==> src/rtl/bus_pkg.sv <==
// -----------------------------------------------------------------------------
// bus_pkg
// Shared definitions for the bus ownership path (arbiter, owner controller
// and their benches).
//   NUM_MASTERS   : number of requesting masters
//   IDX_W         : width of a master index
//   bus_state_e   : owner-controller FSM encoding (IDLE / REQ / DONE)
//   is_onehot     : true when exactly one bit of a grant vector is set
//   onehot_to_idx : index of the set bit of a one-hot grant vector
// -----------------------------------------------------------------------------
package bus_pkg;

    localparam int NUM_MASTERS = 4;
    localparam int IDX_W       = $clog2(NUM_MASTERS);

    typedef enum logic [1:0] {
        ST_IDLE = 2'd0,
        ST_REQ  = 2'd1,
        ST_DONE = 2'd2
    } bus_state_e;

    function automatic logic is_onehot(input logic [NUM_MASTERS-1:0] v);
        return (v != '0) && ((v & (v - NUM_MASTERS'(1))) == '0);
    endfunction

    // Only meaningful when is_onehot(v) holds; multi-hot inputs give an OR
    // of the indices, which callers must reject beforehand.
    function automatic logic [IDX_W-1:0] onehot_to_idx(input logic [NUM_MASTERS-1:0] v);
        logic [IDX_W-1:0] idx;
        idx = '0;
        for (int i = 0; i < NUM_MASTERS; i++) begin
            if (v[i]) begin
                idx = idx | IDX_W'(i);
            end
        end
        return idx;
    endfunction

endpackage

==> src/rtl/bus_owner_ctrl_wait_timer.sv <==
// -----------------------------------------------------------------------------
// wait_timer
// Counts wait cycles of a slave request and flags when the allowed budget is
// used up.
//   clk, rst_n : clock, asynchronous active-low reset
//   clear      : force the count to zero (has priority over enable)
//   enable     : advance the count by one
//   expired    : count has reached TIMEOUT-1; the count then holds
// -----------------------------------------------------------------------------
module wait_timer #(
    parameter int TIMEOUT = 15
) (
    input  logic clk,
    input  logic rst_n,
    input  logic clear,
    input  logic enable,
    output logic expired
);

    localparam int CW = $clog2(TIMEOUT + 1);

    logic [CW-1:0] cnt_q;
    logic [CW-1:0] cnt_d;

    assign expired = (cnt_q == CW'(TIMEOUT - 1));

    // Holding at the expiry value keeps the counter from ever wrapping even
    // if enable were left high.
    always_comb begin
        cnt_d = cnt_q;
        if (clear) begin
            cnt_d = '0;
        end else if (enable && !expired) begin
            cnt_d = cnt_q + CW'(1);
        end
    end

    always_ff @(posedge clk or negedge rst_n) begin
        if (!rst_n) begin
            cnt_q <= '0;
        end else begin
            cnt_q <= cnt_d;
        end
    end

endmodule

==> src/rtl/bus_owner_ctrl.sv <==
// -----------------------------------------------------------------------------
// bus_owner_ctrl
// Takes the arbiter's one-hot grant, latches the winning master's request and
// runs a single transfer on the shared slave port, then returns an ack or a
// timeout error pulse to that master.
//   clk, rst_n            : clock, asynchronous active-low reset
//   gnt                   : one-hot grant from the arbiter
//   m_valid/m_we          : per-master request pending / write enable
//   m_addr/m_wdata        : per-master address / write data, master i at [i*W +: W]
//   m_ack/m_err           : one-cycle completion / timeout pulse to the owner
//   m_rdata               : read data, valid with m_ack
//   s_valid/s_we/s_addr/s_wdata : slave request
//   s_ready/s_rdata       : slave completion and read data
//   busy                  : controller is not idle
//   owner                 : index of the current or last owner
//
// Slave handshake: s_valid rises after the grant is accepted and stays high,
// with s_we/s_addr/s_wdata stable, until the first edge that samples s_ready
// high (transfer complete, read data taken that same edge) or until TIMEOUT
// request cycles have passed without s_ready. s_ready outside a request is
// ignored. A ready on the final allowed cycle counts as completion.
// -----------------------------------------------------------------------------
module bus_owner_ctrl
    import bus_pkg::*;
#(
    parameter int DW      = 8,
    parameter int AW      = 8,
    parameter int TIMEOUT = 15
) (
    input  logic                      clk,
    input  logic                      rst_n,
    input  logic [NUM_MASTERS-1:0]    gnt,
    input  logic [NUM_MASTERS-1:0]    m_valid,
    input  logic [NUM_MASTERS-1:0]    m_we,
    input  logic [NUM_MASTERS*AW-1:0] m_addr,
    input  logic [NUM_MASTERS*DW-1:0] m_wdata,
    output logic [NUM_MASTERS-1:0]    m_ack,
    output logic [NUM_MASTERS-1:0]    m_err,
    output logic [DW-1:0]             m_rdata,
    output logic                      s_valid,
    output logic                      s_we,
    output logic [AW-1:0]             s_addr,
    output logic [DW-1:0]             s_wdata,
    input  logic                      s_ready,
    input  logic [DW-1:0]             s_rdata,
    output logic                      busy,
    output logic [IDX_W-1:0]          owner
);

    bus_state_e       state_q, state_d;
    logic [IDX_W-1:0] owner_q, owner_d;
    logic             we_q, we_d;
    logic [AW-1:0]    addr_q, addr_d;
    logic [DW-1:0]    wdata_q, wdata_d;
    logic [DW-1:0]    rdata_q, rdata_d;
    logic             ok_q, ok_d;

    logic             tmr_clr;
    logic             tmr_en;
    logic             tmr_expired;

    logic             gnt_ok;
    logic [IDX_W-1:0] gnt_idx;
    logic [NUM_MASTERS-1:0] owner_onehot;

    assign gnt_ok  = is_onehot(gnt);
    assign gnt_idx = onehot_to_idx(gnt);

    wait_timer #(
        .TIMEOUT (TIMEOUT)
    ) u_wait_timer (
        .clk     (clk),
        .rst_n   (rst_n),
        .clear   (tmr_clr),
        .enable  (tmr_en),
        .expired (tmr_expired)
    );

    always_comb begin
        state_d = state_q;
        owner_d = owner_q;
        we_d    = we_q;
        addr_d  = addr_q;
        wdata_d = wdata_q;
        rdata_d = rdata_q;
        ok_d    = ok_q;
        tmr_clr = 1'b0;
        tmr_en  = 1'b0;

        case (state_q)
            ST_IDLE: begin
                // Master inputs are only looked at here; afterwards the
                // latched copy drives the slave so upstream changes are harmless.
                if (gnt_ok && m_valid[gnt_idx]) begin
                    owner_d = gnt_idx;
                    we_d    = m_we[gnt_idx];
                    addr_d  = m_addr[gnt_idx*AW +: AW];
                    wdata_d = m_wdata[gnt_idx*DW +: DW];
                    tmr_clr = 1'b1;
                    state_d = ST_REQ;
                end
            end
            ST_REQ: begin
                // Ready is checked before expiry so a last-cycle ready wins.
                if (s_ready) begin
                    if (!we_q) begin
                        rdata_d = s_rdata;
                    end
                    ok_d    = 1'b1;
                    state_d = ST_DONE;
                end else if (tmr_expired) begin
                    ok_d    = 1'b0;
                    state_d = ST_DONE;
                end else begin
                    tmr_en = 1'b1;
                end
            end
            ST_DONE: begin
                state_d = ST_IDLE;
            end
            default: begin
                state_d = ST_IDLE;
            end
        endcase
    end

    always_ff @(posedge clk or negedge rst_n) begin
        if (!rst_n) begin
            state_q <= ST_IDLE;
            owner_q <= '0;
            we_q    <= 1'b0;
            addr_q  <= '0;
            wdata_q <= '0;
            rdata_q <= '0;
            ok_q    <= 1'b0;
        end else begin
            state_q <= state_d;
            owner_q <= owner_d;
            we_q    <= we_d;
            addr_q  <= addr_d;
            wdata_q <= wdata_d;
            rdata_q <= rdata_d;
            ok_q    <= ok_d;
        end
    end

    // Every output comes from registers, so s_ready never reaches a master
    // output combinationally.
    assign owner_onehot = NUM_MASTERS'(1) << owner_q;

    assign s_valid = (state_q == ST_REQ);
    assign s_we    = we_q;
    assign s_addr  = addr_q;
    assign s_wdata = wdata_q;

    assign m_ack   = (state_q == ST_DONE &&  ok_q) ? owner_onehot : '0;
    assign m_err   = (state_q == ST_DONE && !ok_q) ? owner_onehot : '0;
    assign m_rdata = rdata_q;

    assign busy    = (state_q != ST_IDLE);
    assign owner   = owner_q;

endmodule

==> config.mk <==
export PLATFORM = sky130hd
export DESIGN_NAME = bus_owner_ctrl
export DESIGN_NICKNAME = d
export VERILOG_FILES = /design/src/rtl/bus_pkg.sv /design/src/rtl/bus_owner_ctrl_wait_timer.sv /design/src/rtl/bus_owner_ctrl.sv
export SDC_FILE = /design/constraint.sdc
export NUM_CORES = 1
export LEC_CHECK = 0
export CAP_MARGIN = 20
export CORE_ASPECT_RATIO = 1.1
export CORE_MARGIN = 2
export CORE_UTILIZATION = 42
export CTS_BUF_LIST = sky130_fd_sc_hd__clkbuf_8
export CTS_CLUSTER_DIAMETER = 120
export CTS_CLUSTER_SIZE = 8
export DETAILED_ROUTE_END_ITERATION = 6
export PLACE_DENSITY = 0.88
export RECOVER_POWER = 50
export SLEW_MARGIN = 25
export SYNTH_ARGS = -nofsm -noshare
export SYNTH_HDL_FRONTEND = slang
export SYNTH_HIERARCHICAL = 1
export SYNTH_SLANG_ARGS = --single-unit
export TNS_END_PERCENT = 20
==> constraint.sdc <==
create_clock -name clk -period 2.6 [get_ports clk]
set_input_delay 0.52 -clock clk [delete_from_list [all_inputs] [get_ports clk]]
set_output_delay 0.52 -clock clk [all_outputs]
set_load 0.02 [all_outputs]
After elaboration in Yosys (flattened, before gate mapping)
Index checks and enable logic that the tools add are counted.

operators by class
  add/subtract/negate cells = 2
  magnitude comparators = 1
  equal/unequal tests = 5
  shift operators = 3
  multiplexer cells = 22
  bitwise logic cells = 2
  reductions and logical operators = 17

operators by type and width
  kind                 number
  $shiftx 32x6->8      2
  $mux 4               4
  $mux 1               10
  $mux 2               5
  $reduce_and 2->1     3
  $reduce_bool 2->1    3
  $logic_and 1x1->1    5
  $add 4x1->4 const B  1
  $and 4x4->4          1
  $bmux 1 s2           2
  $eq 4x4->1 const B   1
  $logic_not 4->1      1
  $pmux 2 s2           1
  $reduce_bool 4->1    1
  $shl 1x2->4 const A  1
  $sub 4x1->4 const B  1
  $lt 2x3->1 const B   1
  $ne 3x1->1 const B   1
  $reduce_and 3->1     1
  $eq 2x1->1 const B   1
  $eq 2x2->1 const B   1
  $logic_not 1->1      2
  $logic_not 2->1      1
  $ne 2x2->1 const B   1
  $not 1->1            1

word-level totals
  flip-flop bits (word level) = 34
  bits of input ports = 87
  output and inout port bits = 37
  logic and storage cells = 60

Depth between registers and ports, before layout
Gate-level depths: netlist of the first run.

  depth after elaboration = 9
  mapped depth = 8

Hierarchy
The synthesis of the first run kept the hierarchy.

modules (own cells, without submodules)
  module          instances  cells an instance  area each (um2)
  bus_owner_ctrl  1          166                1894.3
  wait_timer      1          24                 221.5

Worst setup path before layout of the first run
No wires, ideal clock.

  path type = in2reg
  from = in gnt[3]
  to = reg addr_q[3], in the netlist s_addr[3]
  arrival time = 1855 ps
  required time = 2475 ps
  slack = 620 ps
  stages = 6
  path buffers = 2
  cell sequence = or2_1 -> buf_6 -> or2_4 -> a211oi_4 -> buf_6 -> mux2_4

between the ends
  cells in the longest elaborated chain, start to end = 6

RTL lines
  item                        line                   text
  from (decl)                 bus_owner_ctrl.sv:32   input logic [NUM_MASTERS-1:0] gnt,
  $sub 4x1->4                 bus_pkg.sv:23          return (v != '0) && ((v & (v - NUM_MASTERS'(1))) == '0);
  $and 4x4->4                 bus_pkg.sv:23
  $logic_not 4->1             bus_pkg.sv:23
  $logic_and 1x1->1           bus_pkg.sv:23
  $logic_and 1x1->1           bus_owner_ctrl.sv:94   if (gnt_ok && m_valid[gnt_idx]) begin
  $reduce_and 2->1 (no line)  n/a
  to (signal assigned)        bus_owner_ctrl.sv:140  addr_q <= addr_d;
  to (decl)                   bus_owner_ctrl.sv:53   logic [AW-1:0] addr_q, addr_d;

Parallel ways exist; a longest one is shown, timed or not. The select of a mux whose other input is x is not followed.
A chain may end at the register's enable or synchronous reset.

Worst setup path in the final report of the first run
  from = reg owner_q[1], in the netlist owner[1]
  to = out m_err[0]

between the ends
  cells in the longest elaborated chain, start to end = 2

RTL lines
  item                    line                   text
  from (decl)             bus_owner_ctrl.sv:51   logic [IDX_W-1:0] owner_q, owner_d;
  from (signal assigned)  bus_owner_ctrl.sv:138  owner_q <= owner_d;
  $shl 1x2->4             bus_owner_ctrl.sv:149  assign owner_onehot = NUM_MASTERS'(1) << owner_q;
  $mux 4                  bus_owner_ctrl.sv:157  assign m_err = (state_q == ST_DONE && !ok_q) ? owner_onehot : '0;
  to (decl)               bus_owner_ctrl.sv:38   output logic [NUM_MASTERS-1:0] m_err,

Every way passes these cells.

==> results of run 1 <==
==> layer usage <==
metal	share of wire (%)	wire, um	global-route usage, %	vias to the layer above
met5	0	0	0	-
li1	-	-	-	957
met4	1.5	87	5.849	0
met2	52	2971	36.57	111
met3	8.8	505	7.060	8
met1	38	2170	23.99	953
==> per-stage QoR <==
step | std cells | utilization, % | worst slack [ns] | cell area [sq um] | power [mW]
5_1_grt | 376 | 70.62 | 0.02716 | 3483 | 2.655
6_report | 376 | 70.62 | 0.09183 | 3483 | 2.508
2_1_floorplan | 190 | - | 0.6203 | 2116 | 1.518
3_5_place_dp | 368 | 68.95 | 0.06758 | 3401 | 2.160
4_1_cts | 376 | 70.80 | 0.06359 | 3492 | 2.562
3_3_place_gp | 368 | 68.95 | 0.09856 | 3401 | 2.121
==> cell type report <==
type,count,area [sq um]
Fill cell,377,1449
Inverter,5,18.77
Tap cell,58,72.57
Multi-Input combinational cell,140,1165
Sequential cell,34,850.8
Clock buffer,6,82.58
Timing Repair Buffer,131,1285
Clock inverter,2,8.758
==> worst reg2reg max path, delay by kind of cell (launching register included) <==
family	cells	cell delay (ns)
compound gates	1	0.12
fa+ha+maj	1	0.21
buf+inv	4	0.43
flops	1	0.40
simple gates	3	0.64
==> cell usage after synthesis, drive strengths merged <==
library cell | number | area (sq um)
mux2 | 25 | 345.3
nand2b | 2 | 12.51
or3 | 1 | 6.260
nor4b | 1 | 8.760
o21a | 1 | 7.510
nand3 | 3 | 20.02
nor2 | 28 | 110.1
o32a | 1 | 10.01
a22o | 3 | 26.28
a21oi | 3 | 15.01
or2 | 4 | 27.53
a221o | 16 | 160.2
and3 | 1 | 6.260
nand3b | 2 | 15.01
buf | 9 | 66.31
xor2 | 1 | 8.760
or3b | 1 | 8.760
a21o | 1 | 7.510
nand2 | 7 | 26.28
dfrtp | 34 | 850.8
mux2i | 19 | 190.2
nor2b | 2 | 12.51
nor3 | 5 | 25.02
and2 | 1 | 6.260
ha | 2 | 25.02
clkbuf | 2 | 7.510
o21ai | 4 | 20.02
a211oi | 1 | 20.02
a221oi | 2 | 30.03
nand4 | 1 | 6.260
nor3b | 1 | 7.510
inv | 5 | 18.77
o31ai | 1 | 7.510
==> cell families after synthesis <==
group | count (synthesis) | share of synthesized area, %
simple gates | 60 | 14.13
mux | 44 | 25.31
flops | 34 | 40.21
compound gates | 33 | 14.37
buf+inv | 16 | 4.376
fa+ha+maj | 2 | 1.183
xor+xnor | 1 | 0.4140
==> power groups by stage <==
stage	sequential (mW)	clock, mW	combinational, mW
after floorplan	1.11	0	0.412
after CTS	0.893	0.404	1.26
after global placement	0.886	0	1.24
final	0.887	0.391	1.23
after global routing	0.918	0.431	1.31
after detailed placement	0.894	0	1.27
==> worst paths after layout <==
path,from,to,slack [ns],cells past startpoint
max in group asynchronous,rst_n,s_addr[1],0.85,1
worst max register to register,u_wait_timer/cnt_q[0],u_wait_timer/cnt_q[1],0.73,9
worst min register to register,m_rdata[4],m_rdata[4],0.50,1
min in group asynchronous,rst_n,owner[0],0.72,1
worst max-delay path,owner[1],m_err[0],0.09,3
worst min-delay path,m_rdata[4],m_rdata[4],0.50,1
==> sequential cells by signal, indices dropped and copies added, names as in the netlist <==
signal              count
m_rdata                 8
ok_q                    1
s_addr                  8
state_q                 2
s_wdata                 8
u_wait_timer/cnt_q      4
owner                   2
s_we                    1
==> metrics.txt, run 1 <==
Worst Path Arrival=~2.0 ns; most frequent cells in the layout=113 x clkdlybuf4s50_1, 34 x dfrtp_1, 27 x nor2_1, 19 x mux2i_1, 17 x mux2_4; RD Place Congestion=roughly 0.73; VDD IR-drop max=approximately 360 uV; CP Max Fanout=4; buffers added on ports=between 100 and 150; Max-slew headroom=-19.78%; Total Die Area=~0.0056 sq mm; Seq/Total Area, Yosys=around 40%; initial core utilization=a little over two fifths; Hold Fails Final Rpt=0; first-pass GRT wire length=just over 9 mm; LEAKAGE=1.499 nW; most common cell after layout, fill and taps aside=clkdlybuf4s50_1; hold_buf cts=0; synthesized area per cell=11.14 sq um; Worst setup EP type=output pin; die height=a little under 80 um; GRT Resource Usage Total=20.88%; Yosys reg bits=34; Final setup viols=0; unrepaired setup endpoints after global routing=no; Num CTS Buffers=5; TritonCTS clock tree=done; CTS-repair resized insts=0; cell internal pwr=around 1.7 mW; Rows=27; Clock power frac=between 10% and 20%; worst hold path class=reg2reg; die width=slightly above 70 um; Fmax=between 300 and 400 MHz; clk buf depth=2; status=finished, violations left; Post-Synthesis Cells=190; slew of the pin with the lowest slew margin=~1.8 ns; Cell Pwr Density=720.0 mW/mm^2; Sw Share=around 34%; core box area=0.004932 sq mm; Clock Skews=around 0.0074 ns; First DRT Iteration DRCs=37; per-cell routed wire length=between 15 and 20 um; worst hold margin=0.4963 ns; layout cells sized above 1=approximately 15%; H-tree levels=2; Ys Warns=6; initial antenna violation count=0; startpoint types=flip-flop; mean number of vias per cell=~5.4; remaining antenna violation count after routing=0; Post-CTS Setup Inserts=0; Slowest-stage cell, CP=clkdlybuf4s50_1; Synthesized Nets=between 200 and 300; Setup TNS Final=0 ns; final WL=5.735 mm; Critical Path, Cell by Cell=or3b_2 -> nor3_1 -> clkdlybuf4s50_1; Skew-Pair Late Insertion Delay=approximately 0.28 ns; failing checks=capacitance limit, slew limit; sequential share of power=a little over a third; Psw=about 0.85 mW; # nets final=~400; clock slew seen by the registers of the worst setup and hold paths=0.07 ns; critical path class=reg2out; GRT overflow=0; synthesis-to-layout area growth=64.64%; I/O pin total=124; clock sink total=34; routed via count=2029; Buf/Inv on CP=1; Comb power frac=49.0%; CP required=~2.1 ns; final HPWL from detailed placement=about 4.6 mm; First-pass DRT Iterations=4; CP delay by family, top=simple AND/OR/NAND/NOR gates; max_cap viols=1; post-route minimum period=about 2.5 ns; vias in the first global route=~2.0k; Period Utilization, post-route=between 90% and 100%; largest net degree at the start of global routing=35; CTS root buffer=clkbuf_8; Slew Limit Fails=35; Remaining DRCs=0; synth unique cells=40; mapped cell area=0.002116 sq mm; ANT cells=0; Max stage delay on crit path=between 0.6 and 0.7 ns
No activity file was read; power rests on OpenSTA's default activity.
==> run 2: changes to the inputs <==
Settings changed: CTS_CLUSTER_SIZE 8 to 16.
==> results of run 2 <==
Same layout as run 1: the final DEF is identical, and so are final timing and power.
==> run 3: changes to the inputs <==
Settings changed: ABC_AREA set to 1, CORE_UTILIZATION 42 to 44, PLACE_DENSITY 0.88 to 0.87, SLEW_MARGIN 25 to not set.
==> run 3 against run 2 <==
Effect of this change: the flow now finishes without violations; critical path type unchanged; critical endpoint is now m_ack[0]; power is 2.0% lower; largest cell class unchanged; sequential share of layout area is 1.9 points lower; via count is 35% higher; clock skew is 0.0025 ns lower; sequential cell count stayed put; hold slack worse by 0.022 ns; die area is 10% higher; worst setup slack better by 0.17 ns; cell count is 59% higher; clock power is 5.9% lower; synthesized cell count is 110% higher; sequential power hardly changed.
==> metrics.txt, run 3 <==
status=complete, no violations; Rows=28 (+3.7%); Clock Skews=0.004921 ns (-0.002463 ns); Skew-Pair Late Insertion Delay=0.28 ns (about the same); Total Die Area=0.006209 sq mm (+10%); Max-slew headroom=45.79% (+66 points); CP required=2.08 ns (about the same); clock slew seen by the registers of the worst setup and hold paths=0.06 ns (about the same); Async SR Flop Fraction=100.0% (unchanged); Final setup viols=0 (unchanged); hold_buf cts=0 (unchanged); Yosys reg bits=34 (unchanged); most numerous cell in the Yosys netlist=nand2_1; Critical Path, Cell by Cell=inv_1 -> nand3_1 -> nor3_1 -> clkdlybuf4s50_1; unrepaired setup endpoints after global routing=no; # nets final=613 (+51%); Synth area leader=dfrtp_1; synth unique cells=24 (-40%); sequential share of power=36.1% (+0.7 points); most frequent cells in the layout=157 x nand2_1, 113 x clkdlybuf4s50_1, 78 x inv_1, 43 x nand3_1, 38 x nor2_1; initial antenna violation count=0 (unchanged); Period Utilization, post-route=89.83% (-6.6 points); Synthesized Nets=493 (+77%); die height=82.44 um (+5.1%); H-tree levels=2 (unchanged); mean number of vias per cell=4.589 (-15%); GRT Resource Usage Total=20.98% (+0.10 points); most common cell after layout, fill and taps aside=nand2_1; Hold Fails Final Rpt=0 (unchanged); ANT cells=0 (unchanged); VDD IR-drop max=345.0 uV (-3.0%); buffers added on ports=123 (unchanged); Max stage delay on crit path=0.65 ns (+0.02 ns); layout cells sized above 1=5.163% (-9.6 points); mapped cell area=0.002461 sq mm (+16%); routed via count=2744 (+35%); predominant post-synthesis flop cell=dfrtp_1; First DRT Iteration DRCs=117 (+220%); Clock power frac=15.0% (-0.6 points); Post-Synthesis Cells=404 (+110%); Worst setup EP type=output pin; Inst Count DP=592 (+61%); Remaining DRCs=0 (unchanged); CP delay by family, top=buffers and inverters; GRT overflow=0 (unchanged); Cell Pwr Density=650.8 mW/mm^2 (-9.6%); synth cell count leaders=157 x nand2_1, 78 x inv_1, 42 x nand3_1; Post-synth EDFFs=0 (unchanged); I/O pin total=124 (unchanged); worst hold path class=reg2reg; Slew Limit Fails=0 (-100%); final WL=6.415 mm (+12%); die width=75.31 um (+5.1%); Num CTS Buffers=5 (unchanged); Buf/Inv on CP=2 (+1); remaining antenna violation count after routing=0 (unchanged); clock sink total=34 (unchanged); Post-CTS Setup Inserts=0 (unchanged); post-route minimum period=2.336 ns (-0.1726 ns); max_cap viols=0 (-1); synthesis-to-layout area growth=53.43%; cell internal pwr=1.513 mW (-8.7%); first-pass GRT wire length=10.21 mm (+10%); post-synth top area share=34.57% (-5.6 points); Psw=0.9441 mW (+11%); TritonCTS clock tree=done; initial core utilization=45.62% (+2.7 points); First-pass DRT Iterations=4 (unchanged); Sw Share=38.42% (+4.5 points); Comb power frac=48.9% (about the same); core box area=0.005395 sq mm (+9.4%); Slowest-stage cell, CP=clkdlybuf4s50_1; final HPWL from detailed placement=5.254 mm (+15%); synth top area cells=dfrtp_1 35%, nand2_1 24%, inv_1 12%; startpoint types=flip-flop; Ys Warns=6 (unchanged); synthesized area per cell=6.092 sq um (-45%); LEAKAGE=2.115 nW (+41%); CTS-repair resized insts=0 (unchanged); Seq/Total Area, Yosys=34.57% (-5.6 points); critical path class=reg2out; vias in the first global route=2508 (+24%); per-cell routed wire length=10.73 um (-30%); Layout Cells excl Fill=598 (+59%); Setup TNS Final=0 ns (unchanged); clk buf depth=2 (unchanged); RD Place Congestion=0.8947 (+22%); Worst Path Arrival=1.82 ns (-0.17 ns); Fmax=428.2 MHz (+7.4%); CTS root buffer=clkbuf_8; CP Max Fanout=4 (unchanged); largest net degree at the start of global routing=36 (+2.9%); slew of the pin with the lowest slew margin=0.8131 ns (-0.9836 ns)
[run 3: changes by cell type after synthesis, sizes merged, moves of 6 or more]
cell   previous run  this run
inv               5        81
nand3             3        43
a221o            16         0
mux2i            19         0
nand2             7       160
mux2             25         0
o21ai             4        10
nor2             28        41
buf               9        17
[run 3: metrics by stage]
| step | power, mW | instance area, sq um | utilization, % | setup slack (ns) | hold WS (ns) |
|---|---|---|---|---|---|
| 6_report | 2.458 | 3776 | 69.99 | 0.2645 | 0.4743 |
| 5_1_grt | 2.636 | 3776 | 69.99 | 0.1603 | 0.4952 |
| 4_1_cts | 2.539 | 3806 | 70.55 | 0.2328 | 0.4785 |
| 3_5_place_dp | 2.162 | 3724 | 69.02 | 0.4453 | 0.4635 |
| 3_3_place_gp | 2.117 | 3724 | 69.02 | 0.5040 | 0.4550 |
| 2_1_floorplan | 1.530 | 2461 | - | 0.9194 | 0.2244 |
[run 3: cell families (layout without fill, tap and decap cells)]
logic type	Yosys count	count (layout)	share of synthesized area (%)
AOI/OAI and AO/OA	11	11	3.559
adders and majority gates	2	2	1.017
buffers and inverters	100	219	17.54
DFF	34	34	34.57
and+or+nand+nor	257	257	43.32
[run 3: final timing paths]
kind                            start                     to  slack, ns  cells after the start
max                        state_q[0]               m_ack[0]       0.26                      4
min                         s_addr[6]              s_addr[6]       0.47                      2
max reg2reg                state_q[0]             m_rdata[3]       0.98                      5
min reg2reg                 s_addr[6]              s_addr[6]       0.47                      2
max in group asynchronous       rst_n             s_wdata[1]       1.22                      2
min in group asynchronous       rst_n  u_wait_timer/cnt_q[2]       0.86                      2
[run 3: power by group through the flow]
stage	Clock [mW]	Sequential (mW)	Combinational [mW]
finish	0.368	0.887	1.20
global route	0.401	0.916	1.32
CTS	0.381	0.893	1.27
detailed placement	0	0.900	1.26
global placement	0	0.891	1.23
floorplan	0	1.10	0.433
[run 3: layout make-up]
class / count / area (sq um)
flip-flops and latches: 34 / 850.8
well taps: 75 / 93.84
fillers: 488 / 1619
inverters: 82 / 309.0
repair buffers: 131 / 1289
clock buffers: 6 / 82.58
multi-input cells: 270 / 1151
[run 3: layer usage]
layer	track usage (%)	vias up	part of all wire [%]
li1	-	1428	-
met1	25.40	1206	42
met2	37.48	101	50
met3	4.005	9	7.5
met4	5.965	0	1.3
met5	0	-	0
[run 3: worst min-delay path: stages, from the launching register on]
cell and delay, ns:
dfrtp_1 0.35, nand2_1 0.05, nand2_1 0.04
